File: config.mk
export PLATFORM = sky130hd
export DESIGN_NAME = seq_mult_shift_add
export DESIGN_NICKNAME = d
export VERILOG_FILES = /design/src/rtl/seq_mult_shift_add_pkg.sv /design/src/rtl/seq_mult_shift_add_rca.sv /design/src/rtl/seq_mult_shift_add.sv
export SDC_FILE = /design/constraint.sdc
export NUM_CORES = 1
export LEC_CHECK = 0
export CORE_MARGIN = 10
export CORE_UTILIZATION = 47
export CTS_CLUSTER_SIZE = 16
export DETAILED_ROUTE_END_ITERATION = 7
export HOLD_SLACK_MARGIN = 0.15
export PLACE_DENSITY = 0.75
export SLEW_MARGIN = 20
export SYNTH_ARGS = -nofsm -noshare
export SYNTH_HDL_FRONTEND = slang
export SYNTH_SLANG_ARGS = --single-unit
File: constraint.sdc
create_clock -name clk -period 4.1 [get_ports clk]
set_clock_uncertainty 0.15 [all_clocks]
set_input_delay 0.41 -clock clk [delete_from_list [all_inputs] [get_ports clk]]
set_output_delay 0.41 -clock clk [all_outputs]
set_load 0.005 [all_outputs]
File: src/rtl/seq_mult_shift_add_pkg.sv
// Shared FSM encoding, default operand width and counter sizing for the shift-add multiplier.
package seq_mult_shift_add_pkg;

  localparam int DEFAULT_WIDTH = 8;

  typedef enum logic [1:0] {
    ST_IDLE = 2'b00,
    ST_RUN  = 2'b01,
    ST_DONE = 2'b10
  } state_t;

  // Step counter must hold WIDTH without wrapping.
  function automatic int cnt_bits(input int w);
    return $clog2(w + 1);
  endfunction

endpackage

File: src/rtl/seq_mult_shift_add_rca.sv
// WIDTH-bit ripple-carry adder built from a chain of full-adder cells, cin tied low.
// Purely combinational; no flow control.
module rca_adder
  import seq_mult_shift_add_pkg::*;
#(
  parameter int WIDTH = DEFAULT_WIDTH
) (
  input  logic [WIDTH-1:0] x,
  input  logic [WIDTH-1:0] y,
  output logic [WIDTH-1:0] sum,
  output logic             cout
);

  logic [WIDTH:0] c;

  assign c[0] = 1'b0;

  for (genvar i = 0; i < WIDTH; i++) begin : g_fa
    assign sum[i]   = x[i] ^ y[i] ^ c[i];
    assign c[i+1]   = (x[i] & y[i]) | (c[i] & (x[i] ^ y[i]));
  end

  assign cout = c[WIDTH];

endmodule

File: src/rtl/seq_mult_shift_add.sv
// Sequential unsigned shift-add multiplier: WIDTH RUN cycles plus one DONE cycle per result.
// start is only honoured in IDLE or DONE; requests while busy are dropped.
module seq_mult_shift_add
  import seq_mult_shift_add_pkg::*;
#(
  parameter int WIDTH = DEFAULT_WIDTH
) (
  input  logic               clk,
  input  logic               rst_n,
  input  logic               start,
  input  logic [WIDTH-1:0]   a,
  input  logic [WIDTH-1:0]   b,
  output logic               busy,
  output logic               done,
  output logic [2*WIDTH-1:0] product
);

  localparam int            CW   = cnt_bits(WIDTH);
  localparam logic [CW-1:0] LAST = CW'(WIDTH - 1);

  state_t               state_q, state_d;
  logic [WIDTH-1:0]     mcand_q;
  logic [2*WIDTH-1:0]   p_q;
  logic [CW-1:0]        cnt_q;
  logic [2*WIDTH-1:0]   product_q;

  logic                 load, step, finish;
  logic [WIDTH-1:0]     addend, sum;
  logic                 cout;
  logic [2*WIDTH-1:0]   p_shift;

  // Upper half of P is the accumulator; the low half shifts out consumed multiplier bits.
  assign addend  = p_q[0] ? mcand_q : '0;
  assign p_shift = {cout, sum, p_q[WIDTH-1:1]};

  rca_adder #(.WIDTH(WIDTH)) u_add (
    .x    (p_q[2*WIDTH-1:WIDTH]),
    .y    (addend),
    .sum  (sum),
    .cout (cout)
  );

  always_comb begin
    state_d = state_q;
    load    = 1'b0;
    step    = 1'b0;
    finish  = 1'b0;
    case (state_q)
      ST_IDLE: begin
        if (start) begin
          load    = 1'b1;
          state_d = ST_RUN;
        end
      end
      ST_RUN: begin
        step = 1'b1;
        if (cnt_q == LAST) begin
          finish  = 1'b1;
          state_d = ST_DONE;
        end
      end
      ST_DONE: begin
        if (start) begin
          load    = 1'b1;
          state_d = ST_RUN;
        end else begin
          state_d = ST_IDLE;
        end
      end
      default: state_d = ST_IDLE;
    endcase
  end

  always_ff @(posedge clk or negedge rst_n) begin
    if (!rst_n) begin
      state_q <= ST_IDLE;
    end else begin
      state_q <= state_d;
    end
  end

  always_ff @(posedge clk or negedge rst_n) begin
    if (!rst_n) begin
      mcand_q   <= '0;
      p_q       <= '0;
      cnt_q     <= '0;
      product_q <= '0;
    end else if (load) begin
      mcand_q <= a;
      p_q     <= {{WIDTH{1'b0}}, b};
      cnt_q   <= '0;
    end else if (step) begin
      p_q   <= p_shift;
      cnt_q <= cnt_q + CW'(1);
      // Result is published only on the edge that enters DONE.
      if (finish) begin
        product_q <= p_shift;
      end
    end
  end

  assign busy    = (state_q == ST_RUN);
  assign done    = (state_q == ST_DONE);
  assign product = product_q;

endmodule

==> metrics.txt, run 1 <==
Seq. cell area=0.00115 mm2; unrepaired setup endpoints after global routing=false; cell count after synthesis=between 150 and 200; status=finished clean; via count=1371; crit path kind=flip-flop to flip-flop; # rows=24; TritonCTS clock tree=done; startpoint types=flip-flop; hpwl dp=2840 um; DIE AREA=0.00744 mm2; Syn-to-layout area delta=24.2%; Avg Cell Area, Syn=around 11 um2; CP cell instances=and2_1 > ha_1 > inv_1 > fa_1 > fa_1 > fa_1 > fa_1 > fa_1 > fa_1 > fa_1 > mux2i_1; area of the multi-input gates=798 um2; vias in the first global route=1448; DRC Markers=0; Clock transition at path regs=80 ps; Worst EP arrival=3840 ps; grt ovf=0; Vias/cell=5.06; metal3 WL=between 150 and 200 um; root buffer cell=clkbuf_8; met2 WL post-DR=between 2000 and 2500 um; worst min path class=flip-flop to flip-flop; sequential share of the synthesized area=a little under three fifths; Worst-Margin Slew=963 ps; WL per Instance=15.2 um; top cells by area, synth=dfrtp_1 56%, nand2_1 8.2%, fa_1 6.8%, mux2i_1 4.9%, mux2_2 4.4%; Internal Power=1.28 mW; max-cap violations=0; Clock Sinks=46; fin crit period=3840 ps; xor and xnor area share after synthesis=0%; crit-path max FO=2; Top Layer Used=met4; #FFs+latches synth=46; first-pass GRT wire length=about 6900 um; Routability Congestion=0.732; final wirelength=about 4100 um; Die Y=86.2 um; r2r endpoint=product[14]$_DFFE_PN0P_; ANT cells=0; cell taking the most area after synthesis=dfrtp_1; VDD IR max=between 0.2 and 0.3 mV; IO Pins=37; Final Util=between 50% and 60%; Pleak=1.12 nW; # setup viols final=0; CTS Buf Count=5; Reg-to-Reg Start=mcand_q[0]$_DFFE_PN0P_; post-synthesis mux area share=9.95%; WL met1=1720 um; I/O Buffers=36; DRT Pass-1 Iters=4; first-iteration detailed-routing DRC count=85; Overall Power=1.96 mW; hold path start=mcand_q[7]$_DFFE_PN0P_; combinational share of power=42.2%; R2R Setup Slk=260 ps; final setup TNS=0 ps; CORE AREA=0.00429 mm2; share of cells above drive strength 1=a little over 9%; Most Frequent Cell on Critical Path=fa_1; most frequent cell after synthesis=dfrtp_1; crit end category=flip-flop; Synth Area in Simple Gates=13.8%; Post-Place Cells=262; fin nets=around 250; Worst Hold Endpoint=mcand_q[7]$_DFFE_PN0P_; worst-case reg-to-reg path depth=11; final slew viol count=0; switching fraction of total power=34.6%; starting density of the core=slightly below 50%; Top FF cell, synth=dfrtp_1; initial antenna violation count=0; clock network power share=roughly 17%; area fraction in compound gates after synthesis=6.98%; Worst Hold Path Cells=2; area fraction of the dominant cell type after synthesis=55.8%; gr usage total=11.6%; period utilisation layout=a little over nine tenths; CTS Buffer Depth=2; synthesized area=0.00206 mm2; Worst Hold Margin=331 ps; area share of fa/ha/maj cells after synthesis=8.01%; EDFF count, synth=0; required time of the critical path=slightly above 4000 ps; Commonest cells post-synth=46 x dfrtp_1, 45 x nand2_1, 17 x inv_1, 10 x mux2i_1; syn nets=between 200 and 250; fmax=260 MHz; Psw=676 uW; Die X=86.2 um; yosys warns=0; PwrDens=764 mW/mm2; fillers=360; Fin. Hold Viols=0; largest net degree at the start of global routing=47; Non-Filler Instances=271; Post-synth ARST share=100%; CP max stage delay=between 500 and 600 ps; slowest CP cell=fa_1; clk_lat worst skew=300 ps; Slew headroom=35.6%; Antenna Nets Post-Route=0; Cell variety after synth=28; Sequential Power Share=40.9%; largest family of logic cells by synthesized area=simple AND/OR/NAND/NOR gates; CTS HTree Levels=2
-- per-layer routing --
metal / track usage (%) / vias to the layer above
li1: - / 666
met1: 13.9 / 675
met2: 19.4 / 22
met3: 3.56 / 8
met4: 3.98 / 0
met5: 0 / -
-- repair_timing --
item | CTS | global route
buffers inserted | 0 | 0
gates resized for setup | 0 | 0
endpoints found under the hold margin | 0 | 46
hold buffers | 0 | 1
-- final cells by class --
| cell class | instances | area share [%] |
|---|---|---|
| multi-input cells | 110 | 31.2 |
| flip-flops and latches | 46 | 45.0 |
| repair buffers | 38 | 14.7 |
| well taps | 52 | 2.54 |
| clock buffers | 7 | 2.98 |
| inverters | 17 | 2.49 |
| clock inverters | 1 | 1.17 |
-- how the worst max path moves through the flow --
| stage | to | start | slack (ps) | cells after the start |
|---|---|---|---|---|
| finish | product[14]$_DFFE_PN0P_ | mcand_q[0]$_DFFE_PN0P_ | 260 | 11 |
| global route | product[14]$_DFFE_PN0P_ | mcand_q[0]$_DFFE_PN0P_ | 120 | 11 |
| CTS | product[14]$_DFFE_PN0P_ | mcand_q[0]$_DFFE_PN0P_ | 240 | 11 |
| detailed placement | product[14]$_DFFE_PN0P_ | mcand_q[0]$_DFFE_PN0P_ | 220 | 11 |
| global placement | product[14]$_DFFE_PN0P_ | mcand_q[0]$_DFFE_PN0P_ | 310 | 11 |
| floorplan | product[14]$_DFFE_PN0P_ | p_q[0]$_DFFE_PN0P_ | 150 | 12 |
-- kinds of logic after synthesis --
family          count (synthesis)
compound gates                 19
fa+ha+maj                       9
buf+inv                        26
flops                          46
mux                            19
simple gates                   63
-- flip-flops by register name (all words and copies together) (netlist names) --
signal and count:
state_q 2, product 16, p_q 16, mcand_q 8, cnt_q 4
-- worst max-delay path: cells and delay by family (launching register included) --
family                     cells  cell delay [ps]
DFF                            1              350
adders and majority gates      8             2960
muxes                          1               70
and+or+nand+nor                1              130
buffers and inverters          1               40
-- power by group through the flow --
stage	combinational, mW	clock, mW	sequential, mW
2_1_floorplan	0.524	0	0.788
3_3_place_gp	0.815	0	0.803
3_5_place_dp	0.841	0	0.806
4_1_cts	0.846	0.333	0.800
5_1_grt	0.942	0.357	0.828
6_report	0.826	0.329	0.800
-- layout by cell type, fill, tap and decap left out, types with 3 or more instances in the layout --
| master | instances |
|---|---|
| a22oi_1 | 4 |
| nand3_1 | 5 |
| inv_1 | 17 |
| o2bb2ai_1 | 8 |
| a31oi_1 | 3 |
| nand2_1 | 45 |
| mux2i_1 | 10 |
| dfrtp_1 | 46 |
| nor2_1 | 4 |
| fa_1 | 7 |
| clkbuf_8 | 5 |
| clkdlybuf4s50_1 | 35 |
| mux2_2 | 8 |
-- metrics by stage --
stage | setup slack (ps) | area [um2]
after floorplan | 152 | 2060
after global placement | 310 | 2440
after detailed placement | 222 | 2440
after CTS | 238 | 2550
after global routing | 117 | 2560
final | 258 | 2560
Power figures use the tool's default switching activity.
==> inputs of run 2 (changes only) <==
- CORE_UTILIZATION: 47 -> 55
- PLACE_DENSITY: 0.75 -> 0.83
- clock period: 4.1 -> 4.89 ns (I/O delays scaled with it)
==> run 2 against run 1 <==
Effect of this change: sequential share of layout area decreased by 0.13 points; utilization increased by 11 points; maximum frequency decreased by 6.3%; total power decreased by 16%; clock-buffer cell count decreased by 2; worst hold slack improved by 9.3 ps; sequential power decreased by 14%; via count increased by 3.1%; worst setup slack improved by 530 ps; clock power decreased by 16%; register-to-register slack improved by 530 ps; global-route usage increased by 2.5 points.
==> metrics.txt, run 2 (same netlist as run 1, synthesis figures left out) <==
CORE AREA=0.00363 mm2 (-15%); final instance area=0.00257 mm2 (+0.29%); final wirelength=4260 um (+3.4%); Bufs and invs on worst path=1 (unchanged); Worst Hold Margin=340 ps (+9.32 ps); final setup TNS=0 ps (unchanged); Worst Hold Path Cells=2 (unchanged); Worst-Margin Slew=959 ps (-3.65 ps); WL per Instance=16.0 um (+4.9%); first-pass GRT wire length=7220 um (+4.4%); Antenna Nets Post-Route=0 (unchanged); Post-DP Area=0.00243 mm2 (-0.51%); worst-case reg-to-reg path depth=11 (unchanged); Syn-to-layout area delta=24.5%; status=finished clean; Clock Sinks=46 (unchanged); Fin. Hold Viols=0 (unchanged); fin crit period=4100 ps (+259 ps); most common cell after layout, fill and taps aside=dfrtp_1; crit-path max FO=9 (+7); starting density of the core=56.7% (+8.7 points); most frequent cells in the layout=46 x dfrtp_1, 45 x nand2_1, 35 x clkdlybuf4s50_1, 17 x inv_1, 10 x mux2i_1; worst setup margin=789 ps (+531 ps); hpwl dp=3010 um (+6.2%); Die X=81.2 um (-5.8%); slowest CP cell=fa_1; Reg-to-Reg Start=p_q[0]$_DFFE_PN0P_; grt ovf=0 (unchanged); Clock transition at path regs=80 ps (about the same); met2 usage=22.9% (+3.4 points); VDD IR max=0.382 mV (+51%); Vias/cell=5.29 (+4.6%); Most Crowded Layer GR=met2; largest net degree at the start of global routing=47 (unchanged); gr usage total=14.1% (+2.5 points); met3 Usage GRT=5.85% (+2.3 points); period utilisation layout=83.9% (-9.8 points); unrepaired setup endpoints after global routing=false; Post-Place Worst Slack=792 ps (+570 ps); R2R Setup Slk=790 ps (+530 ps); initial antenna violation count=0 (unchanged); startpoint types=flip-flop; share of cells above drive strength 1=10.0% (+0.91 points); CP max stage delay=520 ps (about the same); Routability Congestion=0.827 (+13%); TritonCTS clock tree=done; CTS Buffer Depth=2 (unchanged); crit end category=flip-flop; Worst Hold Endpoint=mcand_q[7]$_DFFE_PN0P_; final slew viol count=0 (unchanged); DIE AREA=0.00660 mm2 (-11%); Die Y=81.2 um (-5.8%); max-cap violations=0 (unchanged); required time of the critical path=4890 ps (+790 ps); # rows=22 (-8.3%); fin nets=246 (unchanged); root buffer cell=clkbuf_8; Worst EP arrival=4100 ps (+260 ps); via count=1413 (+3.1%); clk_lat worst skew=300 ps (about the same); largest delay contributor family on the critical path=adder cells; I/O Buffers=36 (unchanged); first-iteration detailed-routing DRC count=64 (-25%); Most Frequent Cell on Critical Path=fa_1; Slew headroom=35.8% (+0.24 points); r2r endpoint=product[14]$_DFFE_PN0P_; GR Layer Usage met1=16.5% (+2.5 points); CTS HTree Levels=2 (unchanged); CTS Buf Count=5 (unchanged); PwrDens=642 mW/mm2 (-16%); DRT Pass-1 Iters=5 (+1); ANT cells=0 (unchanged); crit path kind=flip-flop to flip-flop; Pleak=1.13 nW (+0.81%); hold path start=mcand_q[7]$_DFFE_PN0P_; fmax=244 MHz (-6.3%); IO Pins=37 (unchanged); vias in the first global route=1544 (+6.6%); worst min path class=flip-flop to flip-flop; # setup viols final=0 (unchanged); DRC Markers=0 (unchanged); CP cell instances=and2_1 > ha_1 > inv_1 > fa_1 > fa_1 > fa_1 > fa_1 > fa_1 > fa_1 > fa_1 > mux2i_1
==> run 2: layout make-up <==
class / instances / area, um2
tap: 48 / 60.1
clock buffer: 5 / 68.8
timing repair buffer: 38 / 385
clock inverter: 3 / 40.0
sequential: 46 / 1150
fill: 273 / 1070
inverter: 17 / 63.8
multi-input combinational: 110 / 798
==> run 2: metrics by stage <==
| stage | cells | power [mW] | util, % |
|---|---|---|---|
| floorplan | 182 | 1.10 | - |
| global placement | 257 | 1.34 | 66.8 |
| detailed placement | 257 | 1.38 | 66.8 |
| CTS | 265 | 1.67 | 69.8 |
| global route | 267 | 1.80 | 70.7 |
| finish | 267 | 1.65 | 70.7 |
==> run 2: timing repair <==
item	in CTS	in global routing
hold buffers	0	1
setup buffers	0	0
resized for setup	0	0
hold endpoints to repair	0	14
==> run 2: power by group <==
part           internal [mW]  switching (mW)
Clock                  0.150           0.126
Combinational          0.351           0.332
Sequential             0.563           0.125
Total                   1.06           0.583
==> run 2: worst max path at each step <==
stage | depth (start not counted) | slack [ps] | end | startpoint
after floorplan | 12 | 940 | product[14]$_DFFE_PN0P_ | p_q[0]$_DFFE_PN0P_
after global routing | 11 | 620 | product[14]$_DFFE_PN0P_ | p_q[0]$_DFFE_PN0P_
after global placement | 11 | 930 | product[14]$_DFFE_PN0P_ | p_q[0]$_DFFE_PN0P_
after CTS | 11 | 780 | product[14]$_DFFE_PN0P_ | p_q[0]$_DFFE_PN0P_
after detailed placement | 11 | 790 | product[14]$_DFFE_PN0P_ | p_q[0]$_DFFE_PN0P_
final | 11 | 790 | product[14]$_DFFE_PN0P_ | p_q[0]$_DFFE_PN0P_
==> run 2: layer usage <==
layer  vias up  wire (um)
li1        667          -
met1       695       1760
met2        42       2100
met3         9        338
met4         0         71
met5         -          0
==> run 2: tightest hold or removal path, delay by kind of cell (launching register included) <==
kind          cells  cell delay [ps]
flops             1              350
simple gates      2              110
